===== config.mk =====
export PLATFORM = sky130hd
export DESIGN_NAME = pipe_ctrl
export DESIGN_NICKNAME = d
export VERILOG_FILES = /design/src/rtl/pipe_ctrl.sv
export SDC_FILE = /design/constraint.sdc
export NUM_CORES = 1
export LEC_CHECK = 0
export ABC_AREA = 1
export CAP_MARGIN = 20
export CORE_UTILIZATION = 35
export CTS_CLUSTER_DIAMETER = 40
export CTS_CLUSTER_SIZE = 12
export DETAILED_ROUTE_END_ITERATION = 12
export HOLD_SLACK_MARGIN = 0.02
export SYNTH_ARGS = -nofsm -noshare
export SYNTH_HDL_FRONTEND = slang
export SYNTH_SLANG_ARGS = --single-unit

===== constraint.sdc =====
create_clock -name clk -period 2.22 [get_ports clk]
set_clock_uncertainty 0.15 [all_clocks]
set_input_delay 0.222 -clock clk [delete_from_list [all_inputs] [get_ports clk]]
set_output_delay 0.222 -clock clk [all_outputs]
set_load 0.02 [all_outputs]

===== src/rtl/pipe_ctrl.sv =====
// pipe_ctrl: pipeline stall/flush controller with data-request tracking
//   clk, rst          clock, synchronous active-high reset
//   stage_req_i       per-stage local stall requests
//   flush_req_i       redirect request; flush_idx_i = last stage register to clear
//   bd_pending_i      delay slot of the redirecting branch not yet fetched
//   data_addr_ok_i    data request accepted; data_data_ok_i = data response returned
//   stall_o           hold for each stage input register (bit 0 = PC)
//   refresh_o         clear each stage input register to a bubble
//   out_full_o        outstanding data requests at MAX_OUT
//   drop_resp_o       current response belongs to a flushed request
//   stall_cycles_o    saturating count of cycles with the PC held
module pipe_ctrl #(
    parameter int STAGES  = 6,
    parameter int MAX_OUT = 2,
    parameter int CW      = 32
) (
    input  logic                        clk,
    input  logic                        rst,
    input  logic [STAGES-1:0]           stage_req_i,
    input  logic                        flush_req_i,
    input  logic [$clog2(STAGES)-1:0]   flush_idx_i,
    input  logic                        bd_pending_i,
    input  logic                        data_addr_ok_i,
    input  logic                        data_data_ok_i,
    output logic [STAGES-1:0]           stall_o,
    output logic [STAGES-1:0]           refresh_o,
    output logic                        out_full_o,
    output logic                        drop_resp_o,
    output logic [CW-1:0]               stall_cycles_o
);
    localparam int CNTW = $clog2(MAX_OUT + 1);
    typedef enum logic [1:0] {IDLE, BDWAIT, DRAIN, FLUSH} state_t;
    state_t                    state_q;
    logic [CNTW-1:0]           cnt_q, cnt_d, drop_q;
    logic [$clog2(STAGES)-1:0] idx_q;
    logic [CW-1:0]             sc_q;
    logic                      full, inc, dec, acc;
    logic [STAGES-1:0]         req, st, rf;
    always_comb begin
        full  = cnt_q == CNTW'(MAX_OUT);
        // addresses are never issued while draining, so ignore them there
        inc   = data_addr_ok_i && state_q != DRAIN;
        dec   = data_data_ok_i && cnt_q != '0;
        cnt_d = (inc && !dec && !full) ? cnt_q + 1'b1 : (dec && !inc) ? cnt_q - 1'b1 : cnt_q;
    end
    always_comb begin
        req = stage_req_i;
        // a full request window stalls the producer of the memory stage
        req[STAGES-3] = stage_req_i[STAGES-3] | full;
        acc = state_q == DRAIN || state_q == BDWAIT;
        st  = '0;
        rf  = '0;
        for (int k = STAGES - 1; k >= 0; k--) begin
            acc   = acc | req[k];
            st[k] = acc;
        end
        for (int k = 1; k < STAGES; k++) rf[k] = !st[k] && st[k-1];
        if (state_q == FLUSH) begin
            st[0] = 1'b0;
            for (int k = 1; k < STAGES; k++)
                if (k <= int'(idx_q)) begin
                    st[k] = 1'b0;
                    rf[k] = 1'b1;
                end
        end
        stall_o        = rst ? '0 : st;
        refresh_o      = rst ? '0 : rf;
        out_full_o     = !rst && full;
        drop_resp_o    = !rst && state_q == DRAIN && data_data_ok_i && drop_q != '0;
        stall_cycles_o = rst ? '0 : sc_q;
    end
    always_ff @(posedge clk) begin
        if (rst) begin
            state_q <= IDLE;
            cnt_q   <= '0;
            drop_q  <= '0;
            idx_q   <= '0;
            sc_q    <= '0;
        end else begin
            cnt_q <= cnt_d;
            sc_q  <= (stall_o[0] && !(&sc_q)) ? sc_q + 1'b1 : sc_q;
            case (state_q)
                IDLE: if (flush_req_i) begin
                    idx_q   <= flush_idx_i;
                    drop_q  <= cnt_q;
                    state_q <= bd_pending_i ? BDWAIT : (cnt_q != '0) ? DRAIN : FLUSH;
                end
                BDWAIT: if (!bd_pending_i) state_q <= (cnt_q != '0) ? DRAIN : FLUSH;
                DRAIN: begin
                    if (data_data_ok_i && drop_q != '0) drop_q <= drop_q - 1'b1;
                    if (cnt_d == '0) state_q <= FLUSH;
                end
                FLUSH: state_q <= IDLE;
            endcase
        end
    end
endmodule


* Word level (Yosys, flattened, before mapping) *
Cells that the tools add are included.
W data, S select, Z words.

operators by class
  add/sub/neg operators = 4
  magnitude comparators = 5
  equality and inequality tests = 9
  multiplexer cells = 26
  bitwise gates (word level) = 7
  reduce and logical (&&, ||, !) cells = 36

operators by type and width
  operator                 count
  $add A32 B1 Y32 const B  1
  $mux W32                 1
  $reduce_and A32 Y1       1
  $mux W6                  3
  $logic_and A1 B1 Y1      16
  $mux W2                  8
  $mux W1                  11
  $logic_not A1 Y1         10
  $pmux W2 S4              1
  $or A1 B1 Y1             7
  $eq A2 B2 Y1 const B     3
  $le A2 B3 Y1 const A     2
  $le A3 B3 Y1 const A     2
  $ne A2 B2 Y1 const B     3
  $reduce_and A3 Y1        2
  $reduce_bool A2 Y1       3
  $mux W5                  1
  $logic_not A2 Y1         2
  $ne A2 B1 Y1 const B     2
  $pmux W2 S2              1
  $sub A2 B1 Y2 const B    2
  $le A1 B3 Y1 const A     1
  $add A2 B1 Y2 const B    1
  $eq A2 B1 Y1 const B     1
  other kinds (2)          2

word-level totals
  register bits after elaboration = 41
  input port bits = 15
  word-level logic and storage cells = 92

* Logic depth before layout (Yosys ltp) *
Gate-level depths: netlist of run 1.

  depth after elaboration = 12
  mapped depth = 14

* Worst setup path after synthesis of run 1 *
Ideal clock, no wire load.

  kind = reg-to-reg
  start point = register state_q[0]
  end point = register sc_q[15]
  setup time = 0.143 ns
  arrival time = 1.842 ns
  required time = 1.927 ns
  setup slack = 0.084 ns
  stages on the path, launching flop included = 12
  path buffers = 1
  clock period less this slack = 2.136 ns
  cells stage by stage = dfxtp_1 -> inv_1 -> ha_1 -> nor2_2 -> nand2_2 -> nor3_4 -> nand4_2 -> nand2_1 -> nor2_4 -> buf_6 -> nand2_1 -> a21oi_2

between the ends
  cells in the longest elaborated chain, start to end = 11
  elaborated cells on any way between the ends = 13

RTL lines
  element                                       RTL line  RTL
  from (decl)                                   33        state_t state_q;
  from (signal assigned)                        86        state_q <= bd_pending_i ? BDWAIT : (cnt_q != '0) ? DRAIN : FLUSH;
  from (signal assigned)                        88        BDWAIT: if (!bd_pending_i) state_q <= (cnt_q != '0) ? DRAIN : FLUSH;
  $eq A2 B2 Y1 or $eq A2 B1 Y1 (tied branches)  50        acc = state_q == DRAIN || state_q == BDWAIT;
  $logic_or A1 B1 Y1                            50
  $or A1 B1 Y1 (6 in a row)                     54        acc = acc | req[k];
  $mux W6 (*)                                   58        if (state_q == FLUSH) begin
  $mux W6 (*)                                   66        stall_o = rst ? '0 : st;
  $logic_and A1 B1 Y1 (*)                       81        sc_q <= (stall_o[0] && !(&sc_q)) ? sc_q + 1'b1 : sc_q;
  to (signal assigned)                          81
  to (decl)                                     36        logic [CW-1:0] sc_q;

Every way passes the cells marked *; elsewhere a longest branch is shown, timed or not.
A chain may end at the register's enable or synchronous reset.

* Worst setup path after layout of run 1 *
  start point = register state_q[0]
  end point = output refresh_o[1]

between the ends
  cells in the longest elaborated chain, start to end = 12
  elaborated cells on any way between the ends = 15

RTL lines
  element                                           RTL line  RTL
  $eq A2 B2 Y1 or $eq A2 B1 Y1 (tied branches)      50
  $logic_or A1 B1 Y1                                50
  $or A1 B1 Y1 (5 in a row)                         54
  $or A1 B1 Y1 or $logic_not A1 Y1 (tied branches)  54, 57
  $logic_and A1 B1 Y1                               57        for (int k = 1; k < STAGES; k++) rf[k] = !st[k] && st[k-1];
  $mux W1                                           61        if (k <= int'(idx_q)) begin
  $mux W5 (*)                                       58
  $mux W6 (*)                                       67        refresh_o = rst ? '0 : rf;
  to (decl)                                         26        output logic [STAGES-1:0] refresh_o,

Marks and branches as above.

==> results of run 1 <==
-- layout make-up --
class / instances / area [µm²]
flip-flops and latches: 41 / 823
inverters: 66 / 248
clock inverters: 3 / 26.3
well taps: 108 / 135
fillers: 927 / 4570
multi-input cells: 407 / 2100
repair buffers: 90 / 882
clock buffers: 5 / 68.8
-- power groups by stage --
stage | clock network [mW] | logic [mW] | registers, mW
2_1_floorplan | 0 | 0.635 | 0.855
3_3_place_gp | 0 | 0.967 | 0.853
3_5_place_dp | 0 | 0.990 | 0.855
4_1_cts | 0.566 | 1.02 | 0.842
5_1_grt | 0.597 | 1.18 | 0.855
6_report | 0.552 | 1.05 | 0.843
-- registers in the layout, summed over array words and instances (netlist names) --
signal,flops
cnt_q,2
state_q,2
drop_q,2
sc_q,32
idx_q,3
-- synthesized netlist by cell type --
cell type,instances
nor3_4,1
buf_6,3
inv_1,64
ha_1,9
nand4_1,9
a21oi_1,18
nor2_2,3
buf_8,1
nor4_1,1
a211o_1,1
nand2_1,160
buf_1,2
conb_1,1
inv_2,2
nand3_1,25
nand3_4,1
a21oi_2,24
o21ai_0,9
dfxtp_1,41
xor2_1,14
nand4_2,1
nor2_1,87
nor3_2,2
clkbuf_1,7
buf_4,1
nor3_1,16
nand2_4,2
a211oi_1,4
buf_12,1
nor2_4,5
nand2_2,14
-- worst reg2reg max path, stage by stage (launching register included) --
cell and delay [ns]:
dfxtp_2 0.35, inv_2 0.05, ha_4 0.24, nor2_4 0.10
nand2_2 0.08, nor3_4 0.15, buf_4 0.15, nand4_2 0.08
buf_6 0.16, nand3_4 0.16, clkbuf_16 0.20, nand2_1 0.06
a21oi_2 0.12
-- per-stage QoR --
stage                     TNS [ns]  instance area [µm²]  cells  hold WS [ns]  utilization [%]
after floorplan                  0                 3250    529         0.236                -
after global placement      -0.483                 4110    708         0.314             46.5
after detailed placement    -0.924                 4110    708         0.310             46.5
after CTS                        0                 4220    718         0.247             47.7
after global routing        -0.493                 4280    720         0.266             48.4
final                            0                 4280    720         0.256             48.4
-- layer usage --
layer | vias up | part of all wire [%] | wire (µm) | track usage (%)
li1 | 1818 | - | - | -
met1 | 1629 | 47 | 4470 | 26.7
met2 | 82 | 49 | 4620 | 35.0
met3 | 4 | 4.0 | 382 | 2.93
met4 | 0 | 0.43 | 41 | 4.48
met5 | - | 0 | 0 | 0
-- worst min-delay path by stage --
stage | start | endpoint | slack [ns]
after floorplan | flush_idx_i[1] | idx_q[1] | 0.24
after global placement | drop_q[1] | drop_q[1] | 0.31
after detailed placement | drop_q[1] | drop_q[1] | 0.31
after CTS | rst | cnt_q[1] | 0.25
after global routing | rst | cnt_q[0] | 0.27
final | rst | cnt_q[1] | 0.26
-- kinds of logic (layout without fill, tap and decap cells) --
logic type	after synthesis	after routing	share of synthesized area [%]
AO/OA/AOI/OAI	56	56	11.8
other	1	1	0.115
flip-flops	41	41	25.3
adder cells (fa/ha/maj)	9	9	3.47
buffers and inverters	81	164	11.0
XOR/XNOR	14	14	3.78
AND/OR/NAND/NOR	327	327	44.5
-- what timing repair did --
item,in CTS,in global routing
endpoints found under the setup margin,39,17
endpoints found under the hold margin,0,0
pin swaps,3,1
cloned,0,2
gates resized for setup,43,12
setup buffers,2,0
==> out/qor.yml, run 1 <==
outcome:
  status: "finished, final reports clean"
power_and_ir_drop:
  p_sw_uw: 954
  total_power_mw: 2.45
  power_frac_clock_pct: 22.5
  switching_share_pct: 39.0
  power_frac_seq_pct: 34.4
  p_leak_nw: 1.69
  irDropWorstVdd_mv: 0.428
  pwr_density_cell_nw_per_um2: 572
  internal-power_mw: 1.50
  p_comb_share_pct: 43.1
worst_setup_path:
  crit_top_cell: "nand2_2"
  worstSetupStartpoint: "state_q[0]"
  slowest_delay_ns: 0.35
  worstPathArrival_ns: 1.82
  startpoint_type: "flip-flop"
  cpLargestDelayFamily: "simple AND/OR/NAND/NOR gates"
  reg2reg_depth: 12
  cp.depth: 10
  critPathCapture: "refresh_o[1]"
  cp_slowest_cell: "dfxtp_2"
  criticalPathCategory: "flip-flop to output port"
  critPathBufInv: 2
  crit_path_end_kind: "output port"
  regToRegStartpoint: "state_q[0]"
  ff2ff_setup_slack_ns: 0.11
  required_ns: 1.85
  path_cells: "inv_2 -> ha_4 -> nor2_4 -> nand2_2 -> nor3_4 -> nand2_2 -> nor2_2 -> nand2_1 -> a21oi_2 -> buf_4"
  crit_fanout: 2
  worstReg2RegEnd: "sc_q[21]"
route:
  viasPerCell: 4.91
  ant_nets: 0
  vias: 3533
  wl_per_cell_um: 13.2
  dr.first_iter.drc_count: 182
  drt-total-wl_um: 9510
  first_pass_iters: 6
  drc: 0
synth:
  yosys.area.top_type: "dfxtp_1"
  ys_ff_latch: 41
  synth_area_leaders: "dfxtp_1, nand2_1, nor2_1"
  yosysSeqAreaShare_pct: 25.3
  netlist_area_um2: 3250
  synth_warnings: 0
  synth_nets: 553
  syn-instance-count: 529
  syn_avg_cell_area_um2: 6.14
  synth_cell_type_count: 31
  synth_top_area_share_pct: 25.3
cells_and_area:
  layout.nets: 635
  final_common_cell: "nand2_1"
  antenna_cells: 0
  area_delta_synth_final_pct: 31.9
  final_cell_mix: "nand2_1, nor2_1, inv_1"
  drive_above_1_share_pct: 18.5
floorplanning:
  std_cell_rows: 34
  die_x_um: 98.3
  die_h_um: 98.3
  die_area_um2: 9670
  start_util_pct: 36.7
  io_pins: 61
  core_um2: 8850
sta:
  setup_viol: 0
  post-route-period-util_pct: 98.8
  hold_viol_final: 0
  timing.final.crit_period_ns: 2.19
  timing.fmax_mhz: 456
  rsz0062_at_grt: "yes"
  layout_setup_ws_ns: 0.0271
  final_max_slew_viol_count: 0
cts:
  cts_buffer_depth: 2
  clk_latency_ns: 0.31
  cts_tree: "done"
  numCtsBuffers: 5
  path_clk_slew_ns: 0.10
  cts_max_level: 2
  cts.sinks: 41
  cts_hold_buf: 0
  cts-root-buf: "clkbuf_8"
global_route:
  grt_use_total_pct: 20.3
  overflow: 0
  antenna_found_initial: 0
  grt_pass1_vias: 3395
  grt_pass1_wl_um: 15900
  grt_max_degree: 65
placed_design:
  dp_slack_ns: -0.317
  gp_congestion: 0.927
  numPortBuffers: 59
  place.detailed.hpwl_um: 7370
run:
  maxCapViolCount: 0
min_path:
  min_delay_path_depth: 3
  hp-class: "primary input to flip-flop"
(Power assumes the default switching activity.)
==> run 2: changes to the inputs <==
==> constraint.sdc (replaced) <==
create_clock -name clk -period 2.22 [get_ports clk]
set_clock_uncertainty 0.15 [all_clocks]
set_input_delay 0.222 -clock clk [delete_from_list [all_inputs] [get_ports clk]]
set_output_delay 0.222 -clock clk [all_outputs]
set_load 0.01 [all_outputs]
==> out/qor.yml, run 2 (synthesis gave the netlist of run 1 again) <==
route:
  ant_nets: 0  # unchanged
  dr.first_iter.drc_count: 214  # was 182
  drt-total-wl_um: 9980  # was 9510 µm
  drc: 0  # unchanged
  viasPerCell: 4.87  # was 4.91
  vias: 3534  # was 3,533
  first_pass_iters: 7  # was 6
  wl_per_cell_um: 13.7  # was 13.2 µm
worst_setup_path:
  criticalPathCategory: "flip-flop to output port"  # unchanged
  crit_path_end_kind: "output port"  # unchanged
  ff2ff_setup_slack_ns: 0.07  # was 0.11 ns
  required_ns: 1.85  # about the same
  startpoint_type: "flip-flop"  # unchanged
  crit_fanout: 2  # unchanged
  worstPathArrival_ns: 1.85  # was 1.82 ns
cells_and_area:
  drive_above_1_share_pct: 21.8  # was 18.5%
  antenna_cells: 0  # unchanged
  area_delta_synth_final_pct: 37.8  # was 31.9%
  final_cell_mix: "nand2_1, nor2_1, inv_1"  # unchanged
  final_common_cell: "nand2_1"  # unchanged
  layout.nets: 641  # was 635
  regMostFlops: "sc_q"  # unchanged
  post-route-util_pct: 50.6  # was 48.4%
  largest_reg_flops: 32  # unchanged
  largestRegisters: "sc_q: 32 flops, idx_q: 3 flops"  # unchanged
  post-route-cell-area_um2: 4470  # was 4280 µm²
sta:
  rsz0062_at_grt: "yes"  # unchanged
  setup_viol: 1  # was 0
  hold_viol_final: 0  # unchanged
  timing.fmax_mhz: 449  # was 456 MHz
  layout_setup_ws_ns: -0.00540  # was 0.0271 ns
  final_max_slew_viol_count: 0  # unchanged
  post-route-period-util_pct: 100  # was 98.8%
  timing.final.crit_period_ns: 2.23  # was 2.19 ns
outcome:
  failed_checks: "setup timing"
  status: "finished, violations left"  # was finished, final reports clean
floorplanning:
  std_cell_rows: 34  # unchanged
  io_pins: 61  # unchanged
  die_x_um: 98.3  # unchanged
  start_util_pct: 36.7  # unchanged
  die_area_um2: 9670  # unchanged
  die_h_um: 98.3  # unchanged
  core_um2: 8850  # unchanged
power_and_ir_drop:
  irDropWorstVdd_mv: 0.424  # was 0.428 mV
  p_sw_uw: 936  # was 954 µW
  internal-power_mw: 1.51  # was 1.50 mW
  power_frac_clock_pct: 20.8  # was 22.5%
  power_frac_seq_pct: 34.5  # was 34.4%
  switching_share_pct: 38.2  # was 39.0%
  pwr_density_cell_nw_per_um2: 547  # was 572 nW/µm²
  p_comb_share_pct: 44.8  # was 43.1%
  total_power_mw: 2.45  # about the same
  p_leak_nw: 1.84  # was 1.69 nW
cts:
  cts_max_level: 2  # unchanged
  cts_hold_buf: 0  # unchanged
  cts-root-buf: "clkbuf_8"  # unchanged
  cts_tree: "done"  # unchanged
  numCtsBuffers: 5  # unchanged
  cts.sinks: 41  # unchanged
  clk_latency_ns: 0.31  # about the same
  cts_buffer_depth: 2  # unchanged
  path_clk_slew_ns: 0.09  # was 0.10 ns
global_route:
  grt_pass1_vias: 3245  # was 3,395
  grt_max_degree: 65  # unchanged
  overflow: 0  # unchanged
  grt_pass1_wl_um: 15700  # was 15,900 µm
  grt_use_total_pct: 20.0  # was 20.3%
  antenna_found_initial: 0  # unchanged
placed_design:
  gp_congestion: 0.933  # was 0.927
  dpl_cell_area_um2: 4090  # was 4110 µm²
  place.detailed.hpwl_um: 7340  # was 7370 µm
  numPortBuffers: 59  # unchanged
  dp_slack_ns: -0.233  # was -0.317 ns
run:
  maxCapViolCount: 0  # unchanged
min_path:
  hp-class: "primary input to flip-flop"  # unchanged
-- run 2: changes by cell type in the layout (fill, tap and decap cells not counted), sizes merged, moves of 2 or more --
cell           delta
clkdlybuf4s15     -2
clkinv            +2
inv               -3
clkbuf            +3
buf               +2
-- run 2: metal layers --
layer	global-route usage (%)	part of all wire, %
met5	0	0
met4	4.13	0.94
met3	2.51	4.4
met1	27.1	47
met2	34.1	48
-- run 2: critical path, cell delays in order, from the launching register on --
cell     delay (ns)
dfxtp_2        0.34
inv_2          0.05
ha_4           0.24
nor2_4         0.10
nand2_2        0.08
nor3_4         0.21
nand2_2        0.11
nor2_4         0.11
nand2_2        0.06
a21oi_2        0.10
buf_2          0.14
-- run 2: final cells by class --
type	count	area [µm²]
repair buffers	95	940
fillers	910	4370
clock buffers	5	68.8
well taps	108	135
clock inverters	3	17.5
multi-input cells	408	2240
inverters	66	248
flip-flops and latches	41	823
-- run 2: power groups by stage --
stage	Clock, mW	Combinational, mW	Sequential (mW)
global route	0.542	1.22	0.854
global placement	0	0.919	0.854
detailed placement	0	0.933	0.855
CTS	0.518	0.971	0.843
floorplan	0	0.609	0.855
finish	0.508	1.10	0.844
-- run 2: metrics by stage --
step / TNS, ns / cells / hold WS, ns
5_1_grt: -1.11 / 726 / 0.295
6_report: -0.00540 / 726 / 0.257
4_1_cts: 0 / 714 / 0.250
2_1_floorplan: 0 / 529 / 0.236
3_5_place_dp: -0.659 / 705 / 0.324
3_3_place_gp: -0.207 / 705 / 0.316
-- run 2: timing repair --
item	CTS	global route
gates cloned	0	5
setup buffers	1	8
pin swaps	2	26
endpoints found under the setup margin	38	33
gates resized for setup	29	50
-- run 2: path summary, 6_finish.rpt --
check,start,depth (start not counted),to
max,state_q[0],10,refresh_o[1]
min,rst,3,cnt_q[1]
max reg2reg,state_q[0],12,sc_q[31]
min reg2reg,drop_q[1],2,drop_q[1]
